===== src/rtl/factorial_host_if.sv =====
// CPU-side memory-mapped front end for the factorial accelerator.
// Launches one job per accepted GO write, then captures the result, the status flags and a watchdog timeout.
module factorial_host_if #(
    parameter int unsigned N_WIDTH   = 4,
    parameter int unsigned TIMEOUT   = 255,
    parameter int unsigned CNT_WIDTH = 8
) (
    input  logic        clk,
    input  logic        rst,
    input  logic        we,
    input  logic        sel,
    input  logic [1:0]  addr,
    input  logic [31:0] wd,
    output logic [31:0] rd,
    output logic        fact_go,
    output logic [31:0] fact_n,
    input  logic        fact_done,
    input  logic        fact_err,
    input  logic [31:0] fact_result
);

    localparam logic [1:0] ADDR_N      = 2'd0;
    localparam logic [1:0] ADDR_GO     = 2'd1;
    localparam logic [1:0] ADDR_STATUS = 2'd2;
    localparam logic [1:0] ADDR_RESULT = 2'd3;

    typedef enum logic [1:0] {
        S_IDLE   = 2'd0,
        S_LAUNCH = 2'd1,
        S_WAIT   = 2'd2
    } state_t;

    state_t                 state;
    logic [N_WIDTH-1:0]     n_reg;
    logic [31:0]            result;
    logic [CNT_WIDTH-1:0]   cnt;
    logic                   done;
    logic                   err;
    logic                   tmo;
    logic                   busy;
    logic                   n_wr;
    logic                   go_wr;
    logic                   unused_wd;

    assign busy      = (state != S_IDLE);
    assign n_wr      = sel && we && (addr == ADDR_N);
    assign go_wr     = sel && we && (addr == ADDR_GO);
    assign unused_wd = ^wd;

    // Job sequencer: the operand is frozen into fact_n at launch so later N writes cannot disturb a running job.
    always_ff @(posedge clk or negedge rst) begin
        if (!rst) begin
            state   <= S_IDLE;
            n_reg   <= '0;
            result  <= '0;
            cnt     <= '0;
            done    <= 1'b0;
            err     <= 1'b0;
            tmo     <= 1'b0;
            fact_go <= 1'b0;
            fact_n  <= '0;
        end else begin
            fact_go <= 1'b0;
            if (n_wr) begin
                n_reg <= wd[N_WIDTH-1:0];
            end
            case (state)
                S_IDLE: begin
                    if (go_wr && wd[0]) begin
                        state   <= S_LAUNCH;
                        fact_go <= 1'b1;
                        fact_n  <= 32'(n_reg);
                        done    <= 1'b0;
                        err     <= 1'b0;
                        tmo     <= 1'b0;
                    end
                end
                S_LAUNCH: begin
                    cnt   <= '0;
                    state <= S_WAIT;
                end
                S_WAIT: begin
                    // Completion takes priority over the watchdog expiring in the same cycle.
                    if (fact_done) begin
                        result <= fact_result;
                        done   <= 1'b1;
                        err    <= fact_err;
                        state  <= S_IDLE;
                    end else if (cnt == CNT_WIDTH'(TIMEOUT - 1)) begin
                        done  <= 1'b1;
                        tmo   <= 1'b1;
                        state <= S_IDLE;
                    end else begin
                        cnt <= cnt + CNT_WIDTH'(1);
                    end
                end
                default: begin
                    state <= S_IDLE;
                end
            endcase
        end
    end

    // Read mux, combinational from addr.
    always_comb begin
        rd = '0;
        case (addr)
            ADDR_N:      rd = 32'(n_reg);
            ADDR_GO:     rd = {31'b0, busy};
            ADDR_STATUS: rd = {28'b0, busy, tmo, err, done};
            ADDR_RESULT: rd = result;
            default:     rd = '0;
        endcase
    end

endmodule


===== config.mk =====
export PLATFORM = sky130hd
export DESIGN_NAME = factorial_host_if
export DESIGN_NICKNAME = d
export VERILOG_FILES = /design/src/rtl/factorial_host_if.sv
export SDC_FILE = /design/constraint.sdc
export NUM_CORES = 1
export LEC_CHECK = 0
export CAP_MARGIN = 20
export CELL_PAD_IN_SITES_DETAIL_PLACEMENT = 1
export CELL_PAD_IN_SITES_GLOBAL_PLACEMENT = 1
export CORE_MARGIN = 2
export CORE_UTILIZATION = 32
export CTS_BUF_LIST = sky130_fd_sc_hd__clkbuf_16
export CTS_CLUSTER_DIAMETER = 30
export DETAILED_ROUTE_END_ITERATION = 10
export GPL_TIMING_DRIVEN = 0
export HOLD_SLACK_MARGIN = 0.02
export PLACE_DENSITY = 0.92
export SYNTH_ARGS = -nofsm -noshare
export SYNTH_HDL_FRONTEND = slang
export SYNTH_SLANG_ARGS = --single-unit

===== constraint.sdc =====
create_clock -name clk -period 3.3 [get_ports clk]
set_input_delay 0.825 -clock clk [delete_from_list [all_inputs] [get_ports clk]]
set_output_delay 0.825 -clock clk [all_outputs]
set_load 0.01 [all_outputs]

==> metrics.txt, run 1 <==
CTS Hold Bufs 0; Port-buffer cells 78; core area 8258 µm²; DR pass1 iterations 4; final count of pins violating max slew 0; Synth Register Bits 54; critical-path cell list buf_2 -> clkbuf_1 -> and3_1 -> clkdlybuf4s50_1; H-tree depth 2; Cell Area, Synth 2733 µm²; Distinct cells, synth 38; Compound-Gate Fraction of Synth Area 0.05174; Yosys top cell area share 0.4945; max FFs per register 32; Die H 96.41 µm; antenna violations before repair 0; via count 2,087; clk_lat worst skew 0.29 ns; maximum clock frequency 0.3334 GHz; number of synthesized flops with an enable pin 0; mux contribution to synthesized area 0.1854; Crit. End Element primary output; sequential element share of the synthesized area 0.4945; Final HPWL DP 5533 µm; vias in the first global route 2,201; Worst slew margin 0.5835; Synth area leader dfrtp_1; DRT Wirelength 6985 µm; Final Skew 0.006766 ns; adder-cell share of the synthesized area 0.009158; Max clock buf depth 2; via/cell ratio 4.648; Buf+Inv Stages, Crit Path 3; largest family of logic cells by synthesized area multiplexers; DRC viols 0; Synth Instances 231; Iter 0 DRT Violations 77; Clock Root Buffer clkbuf_16; CTS resizes 0; utilization after layout 0.4721; Layout Nets 417; design area 3899 µm²; TritonCTS Buffers 5; Tot Pwr 1964 µW; Most used DFF post-synth dfrtp_1; share of cells above drive strength 1 0.2674; most numerous cell in the Yosys netlist dfrtp_1; hold path startpoint fact_n[2]; period utilization 0.9089; IO Pins 137; top cells by area, synth dfrtp_1 (49%), mux2_2 (16%), buf_4 (8.0%), and3_1 (6.6%), nand3_1 (2.4%); Initial Util 0.3309; origin of the critical flop-to-flop path cnt[0]; n_diodes 0; Largest regs result x32, cnt x8; Cell Rows 33; WL/cell 15.56 µm; critical path's largest stage delay 0.55 ns; worst hold path class reg2reg; FFs w/ async S/R, synth 1.000; Top reg by flops result; Die Span X 96.41 µm; Global Route Usage Sum 0.1564; global-route wire length before repair 11,150 µm; CP top delay family buffers and inverters; grt total ovfl 0; overall die area 9295 µm²; startpoint types input pin; Synth Area in Simple Gates 0.1557; largest net degree at the start of global routing 29; clock net sink count 54; Crit-path slowest cell clkdlybuf4s50_1; post-CTS setup buffers 0; Clk pin slew, worst setup/hold paths 0.06 ns; pwr dens 503.8 nW/µm²; Worst-Margin Slew 0.6248 ns; CTS tree done; final hold viol count 0; syn avg cell area 11.83 µm²; critical path class in2out; Placer Congestion 0.7298; xor/xnor cell area share of the yosys netlist 0; Leakage Power 0.001824 µW; max cap viols 0; top cells by count, synth dfrtp_1 (54), mux2_2 (39), and3_1 (29), buf_4 (29), nand3_1 (13); status finished, final reports clean; Post-Place Cells 442; WP data required 2.47 ns; endpoints failing setup 0; CP Data Arrival Time 2.17 ns; Synthesis Warnings 0; Critical Path Source addr[1]; TNS Setup 0 ns; crit path max fanout 10; Final Non-Filler Cells 449; worst vdd rail ir drop 0.1975 mV; Area Growth Syn to Fin 42.67%; Antenna Violating Nets Remaining 0; unrepaired setup endpoints after global routing no; Cell Area, Placed 3761 µm²; fin crit period 2.999 ns
## final cells by class
type	count	area [µm²]
plain buffers	39	267.8
clock buffers	5	125.1
clock inverters	3	16.27
fillers	910	4359
inverters	2	7.507
multi-input cells	162	1204
flip-flops and latches	54	1351
well taps	105	131.4
repair buffers	79	795.8
## stage by stage
stage,hold slack [ns],worst slack (ns)
after floorplan,0.4537,0.8745
after global placement,0.4698,-0.1995
after detailed placement,0.4775,-0.002627
after CTS,0.4930,0.0007976
after global routing,0.5114,0.2048
final,0.4861,0.3006
## report_power, final
group | switching [µW] | internal (µW) | total (µW) | leakage, µW
Clock | 232 | 278 | 510 | 0.0000672
Combinational | 193 | 330 | 523 | 0.00109
Sequential | 95.7 | 836 | 931 | 0.000670
## cells in the final DEF, fill, tap and decap left out, types with 2 or more instances in the layout
cell type | netlist | layout
mux2_2 | 39 | 39
nand2_2 | 2 | 2
clkbuf_1 | 6 | 5
buf_4 | 29 | 29
nand4_1 | 2 | 2
a21oi_1 | 2 | 2
nand2b_1 | 2 | 2
o21ai_0 | 6 | 6
nor2_1 | 2 | 2
and3_1 | 29 | 29
clkdlybuf4s50_1 | 0 | 77
nand2_1 | 8 | 8
mux2_1 | 4 | 4
ha_1 | 2 | 2
nand3_1 | 13 | 13
inv_1 | 2 | 2
buf_2 | 4 | 5
a22o_1 | 3 | 3
dfrtp_1 | 54 | 54
conb_1 | 1 | 28
or3_1 | 3 | 3
clkbuf_16 | 0 | 5
## metal layers
layer | GRT usage | up-vias | part of all wire
met3 | 0.02948 | 5 | 0.056
met4 | 0.03404 | 0 | 0.0063
li1 | - | 987 | -
met1 | 0.1916 | 1037 | 0.41
met5 | 0 | - | 0
met2 | 0.2853 | 58 | 0.52
## final timing paths
kind,slack [ns],to,cells past startpoint
worst max-delay path,0.30,rd[5],4
worst min-delay path,0.49,fact_n[2],1
worst max register to register,1.74,cnt[2],7
worst min register to register,0.49,fact_n[2],1
max in group asynchronous,2.17,result[7],2
min in group asynchronous,0.55,result[15],1
## cells by family (layout without fill, tap and decap cells)
group                      after synthesis  in the layout
other                                    1             28
AOI/OAI and AO/OA                       19             19
and+or+nand+nor                         69             69
DFF                                     54             54
muxes                                   44             44
adders and majority gates                2              2
buffers and inverters                   42            128
Note: power is estimated with default switching activity, not from simulation.
==> inputs of run 2 (changes only) <==
--- a/config.mk
+++ b/config.mk
@@ -9,13 +9,13 @@
 export CELL_PAD_IN_SITES_DETAIL_PLACEMENT = 1
 export CELL_PAD_IN_SITES_GLOBAL_PLACEMENT = 1
 export CORE_MARGIN = 2
-export CORE_UTILIZATION = 32
+export CORE_UTILIZATION = 27
 export CTS_BUF_LIST = sky130_fd_sc_hd__clkbuf_16
 export CTS_CLUSTER_DIAMETER = 30
 export DETAILED_ROUTE_END_ITERATION = 10
 export GPL_TIMING_DRIVEN = 0
 export HOLD_SLACK_MARGIN = 0.02
-export PLACE_DENSITY = 0.92
+export PLACE_DENSITY = 0.83
 export SYNTH_ARGS = -nofsm -noshare
 export SYNTH_HDL_FRONTEND = slang
 export SYNTH_SLANG_ARGS = --single-unit
==> constraint.sdc (replaced) <==
create_clock -name clk -period 2.7 [get_ports clk]
set_input_delay 0.675 -clock clk [delete_from_list [all_inputs] [get_ports clk]]
set_output_delay 0.675 -clock clk [all_outputs]
set_load 0.01 [all_outputs]
==> run 2 against run 1 <==
  * Clock skew down 0.0025 ns
  * Count of clock-buffer cells in the layout is the same
  * Total power increased by 27%
  * Via count is 2.3% higher
  * Combinational power up 22%
==> metrics.txt, run 2 (synthesis results as in run 1) <==
status finished, final reports clean; Final WS setup 0.08373 ns; largest net degree at the start of global routing 30; Crit. End Element primary output; DRC viols 0; max FFs per register 32; global-route wire length before repair 12,100 µm; crit path max fanout 5; via/cell ratio 4.446; final hold viol count 0; Top reg by flops result; fin crit period 2.616 ns; TritonCTS Buffers 5; startpoint types register; clock net sink count 54; core area 9819 µm²; Crit-path slowest cell clkdlybuf4s50_1; Cell Rows 36; Port-buffer cells 78; critical path class reg2out; critical path's largest stage delay 0.48 ns; most common cell after layout, fill and taps aside clkdlybuf4s50_1; CTS Hold Bufs 0; Worst slew margin 0.5808; DRT Wirelength 7270 µm; antenna violations before repair 0; Antenna Violating Nets Remaining 0; Max clock buf depth 2; unrepaired setup endpoints after global routing no; maximum clock frequency 0.3822 GHz; CTS tree done; share of cells above drive strength 1 0.2911; Die H 104.6 µm; Initial Util 0.2783; Final Skew 0.004294 ns; DR pass1 iterations 4; via count 2,134; Clock Root Buffer clkbuf_16; overall die area 10,940 µm²; IO Pins 137; endpoints failing setup 0; CP Data Arrival Time 1.94 ns; Area Growth Syn to Fin 46.15%; final count of pins violating max slew 0; clk_lat worst skew 0.29 ns; Clk pin slew, worst setup/hold paths 0.07 ns; WP data required 2.03 ns; critical-path cell list or2_4 -> mux2_2 -> a22o_1 -> clkdlybuf4s50_1; n_diodes 0; Final HPWL DP 5618 µm; Worst-Margin Slew 0.6240 ns; Placer Congestion 0.7408; pre-CTS setup slack -0.3358 ns; vias in the first global route 2,296; worst hold path class in2async; Tot Pwr 2502 µW; H-tree depth 2; Layout Nets 420; Fill cells 1,122; Largest regs result x32, cnt x8; worst vdd rail ir drop 0.2696 mV; Iter 0 DRT Violations 120; pwr dens 626.4 nW/µm²; Global Route Usage Sum 0.1382; most frequent cells in the layout clkdlybuf4s50_1 (75), dfrtp_1 (53), mux2_2 (39), buf_4 (32), and3_1 (29); Leakage Power 0.001883 µW; period utilization 0.9690; Die Span X 104.6 µm; WL/cell 15.15 µm; grt total ovfl 0; max cap viols 0
-- run 2: power breakdown --
| group | switching [µW] | internal [µW] |
|---|---|---|
| clock network | 285 | 434 |
| registers | 123 | 1020 |
| logic | 235 | 403 |
| total | 643 | 1860 |
-- run 2: metal layers --
layer / share of wire / track usage
met1: 0.40 / 0.1535
met2: 0.54 / 0.2600
met3: 0.056 / 0.03868
met4: 0.0089 / 0.03238
met5: 0 / 0
-- run 2: final cells by class --
cell class,count,area [µm²],area share
plain buffers,40,282.8,0.07080
clock buffers,5,125.1,0.03133
well taps,133,166.4,0.04167
inverters,2,7.507,0.001880
clock inverters,3,41.29,0.01034
repair buffers,81,812.0,0.2033
flip-flops and latches,54,1353,0.3387
multi-input cells,162,1206,0.3020
-- run 2: critical path, delay by kind of cell (launching register included) --
kind,cells,cell delay (ns)
flops,1,0.42
buf+inv,1,0.48
mux,1,0.27
simple gates,1,0.30
compound gates,1,0.18
-- run 2: final timing paths --
check | endpoint | from | depth (start not counted) | slack, ns
max reg2reg | cnt[7] | state[0] | 5 | 1.12
min reg2reg | fact_n[2] | fact_n[2] | 1 | 0.48
max | rd[3] | state[1] | 4 | 0.08
min | result[13] | rst | 1 | 0.39
min in group clk | fact_n[2] | fact_n[2] | 1 | 0.48
max in group asynchronous | cnt[7] | rst | 2 | 1.73
-- run 2: repair_timing --
action,4_1_cts,5_1_grt
cloned,0,0
gates resized for setup,8,6
endpoints found under the setup margin,21,12
buffers inserted,0,2
-- run 2: per-stage QoR --
step | std cells | hold WS (ns) | util | area, µm² | TNS, ns
6_report | 480 | 0.3937 | 0.4067 | 3994 | 0
5_1_grt | 480 | 0.4291 | 0.4067 | 3994 | 0
4_1_cts | 478 | 0.4134 | 0.4047 | 3974 | 0
3_5_place_dp | 470 | 0.4737 | 0.3866 | 3796 | -3.133
3_3_place_gp | 469 | 0.4724 | 0.3851 | 3781 | -35.62
2_1_floorplan | 258 | 0.3794 | - | 2834 | 0
==> inputs of run 3 (changes only) <==
--- a/config.mk
+++ b/config.mk
@@ -13,9 +13,10 @@
 export CTS_BUF_LIST = sky130_fd_sc_hd__clkbuf_16
 export CTS_CLUSTER_DIAMETER = 30
 export DETAILED_ROUTE_END_ITERATION = 10
+export GPL_ROUTABILITY_DRIVEN = 0
 export GPL_TIMING_DRIVEN = 0
 export HOLD_SLACK_MARGIN = 0.02
-export PLACE_DENSITY = 0.83
+export PLACE_DENSITY_LB_ADDON = 0.3
 export SYNTH_ARGS = -nofsm -noshare
 export SYNTH_HDL_FRONTEND = slang
 export SYNTH_SLANG_ARGS = --single-unit
==> run 3 against run 2 <==
  * Utilization is 0.25 points lower
  * Maximum frequency shrank 0.14%
  * Largest cell class unchanged
  * Die area unchanged
  * Non-clock buffer count shrank 1
  * Via count down 1.4%
  * Largest power group unchanged
  * Critical path depth increased by 1
  * Flip-flop and latch count unchanged
  * Total power is 3.2% lower
  * Count of clock-buffer cells in the layout is the same
  * Worst setup slack lost 0.0036 ns
  * Design area down 0.63%
==> metrics.txt, run 3 (synthesis results as in run 1) <==
n_diodes 0; Cell Rows 36; Crit. End Element primary output; largest net degree at the start of global routing 35; core area 9819 µm²; Iter 0 DRT Violations 57; H-tree depth 2; startpoint types input pin; Crit-path slowest cell clkdlybuf4s50_1; overall die area 10,940 µm²; DRC viols 0; Leakage Power 0.001864 µW; WP data required 2.03 ns; critical path class in2out; Tot Pwr 2421 µW; CP Data Arrival Time 1.94 ns; Die H 104.6 µm; utilization after layout 0.4042; grt total ovfl 0; sequential cell fraction of total power 0.472; status finished, final reports clean; critical path's most frequent cell clkbuf_4; design area 3969 µm²; max FFs per register 32; hold_ws 0.3476 ns; final hold viol count 0; unrepaired setup endpoints after global routing no; TritonCTS Buffers 5; pwr dens 609.9 nW/µm²; Initial Util 0.2783; global-route wire length before repair 11,870 µm; Worst-Margin Slew 0.5454 ns; Cell Area, Placed 3796 µm²; critical-path cell list buf_4 -> clkbuf_4 -> clkbuf_4 -> and3_1 -> clkdlybuf4s50_1; Final Skew 0.006185 ns; Global Route Usage Sum 0.1348; Clk pin slew, worst setup/hold paths 0.07 ns; most frequent cells in the layout clkdlybuf4s50_1 (75), dfrtp_1 (53), mux2_2 (39), buf_4 (30), and3_1 (29); maximum clock frequency 0.3817 GHz; Worst slew margin 0.6336; share of cells above drive strength 1 0.2948; worst hold path class in2async; critical path's largest stage delay 0.54 ns; crit path max fanout 10; Final HPWL DP 5528 µm; IO Pins 137; Max clock buf depth 2; Die Span X 104.6 µm; Antenna Violating Nets Remaining 0; CTS tree done; fin crit period 2.620 ns; via/cell ratio 4.395; clk_lat worst skew 0.29 ns; clock net sink count 54; pre-CTS setup slack -0.2639 ns; Comb power frac 0.263; DRT Wirelength 7192 µm; Area Growth Syn to Fin 45.24%; final count of pins violating max slew 0; clock power share 0.265; max cap viols 0; vias in the first global route 2,255; via count 2,105; Largest regs result x32, cnt x8; Top reg by flops result; Clock Root Buffer clkbuf_16; WL/cell 15.01 µm; antenna violations before repair 0; Port-buffer cells 78; Layout Nets 419; DR pass1 iterations 3; Final WS setup 0.08012 ns; endpoints failing setup 0; period utilization 0.9703; worst vdd rail ir drop 0.2485 mV; most common cell after layout, fill and taps aside clkdlybuf4s50_1; Sw Pwr 652.9 µW; Sw Ratio 0.2697; Int Power 1768 µW
run 3: area by class of cell:
| type | instances | area, µm² |
|---|---|---|
| fill | 1123 | 5851 |
| sequential | 54 | 1353 |
| multi-input combinational | 162 | 1209 |
| timing repair buffer | 80 | 804.5 |
| buffer | 40 | 282.8 |
| tap | 133 | 166.4 |
| clock buffer | 5 | 125.1 |
| clock inverter | 3 | 21.27 |
| inverter | 2 | 7.507 |
run 3: worst max-delay path: cells and delay by family:
| family | cells | cell delay [ns] |
|---|---|---|
| buffers and inverters | 4 | 1.10 |
| and+or+nand+nor | 1 | 0.16 |
run 3: routing by layer:
layer / vias up / share of wire / track usage
li1: 997 / - / -
met1: 1042 / 0.44 / 0.1686
met2: 61 / 0.51 / 0.2334
met3: 5 / 0.051 / 0.03431
met4: 0 / 0.0075 / 0.03143
met5: - / 0 / 0
run 3: what timing repair did:
action | CTS | global route
gates resized for setup | 6 | 10
hold buffers | 0 | 0
endpoints found under the setup margin | 14 | 24
buffers inserted | 0 | 1
gates cloned | 0 | 0
run 3: metrics by stage:
stage	TNS (ns)	std cells
floorplan	0	258
global placement	-44.63	469
detailed placement	-2.575	470
CTS	0	478
global route	0	479
finish	0	479
run 3: worst paths after layout:
path	start	end	slack (ns)	cells after the start
max in group asynchronous	rst	state[0]	1.79	2
hold / removal	rst	result[12]	0.35	1
setup / recovery	addr[0]	rd[7]	0.08	5
setup reg to reg	cnt[0]	cnt[2]	1.11	7
min in group clk	fact_n[3]	fact_n[3]	0.49	1
hold reg to reg	fact_n[3]	fact_n[3]	0.49	1
run 3: power by group through the flow:
stage	Clock (µW)	Sequential (µW)	Combinational, µW
3_3_place_gp	0	1140	621
4_1_cts	668	1140	646
3_5_place_dp	0	1160	645
2_1_floorplan	0	1120	354
6_report	642	1140	636
5_1_grt	696	1170	695
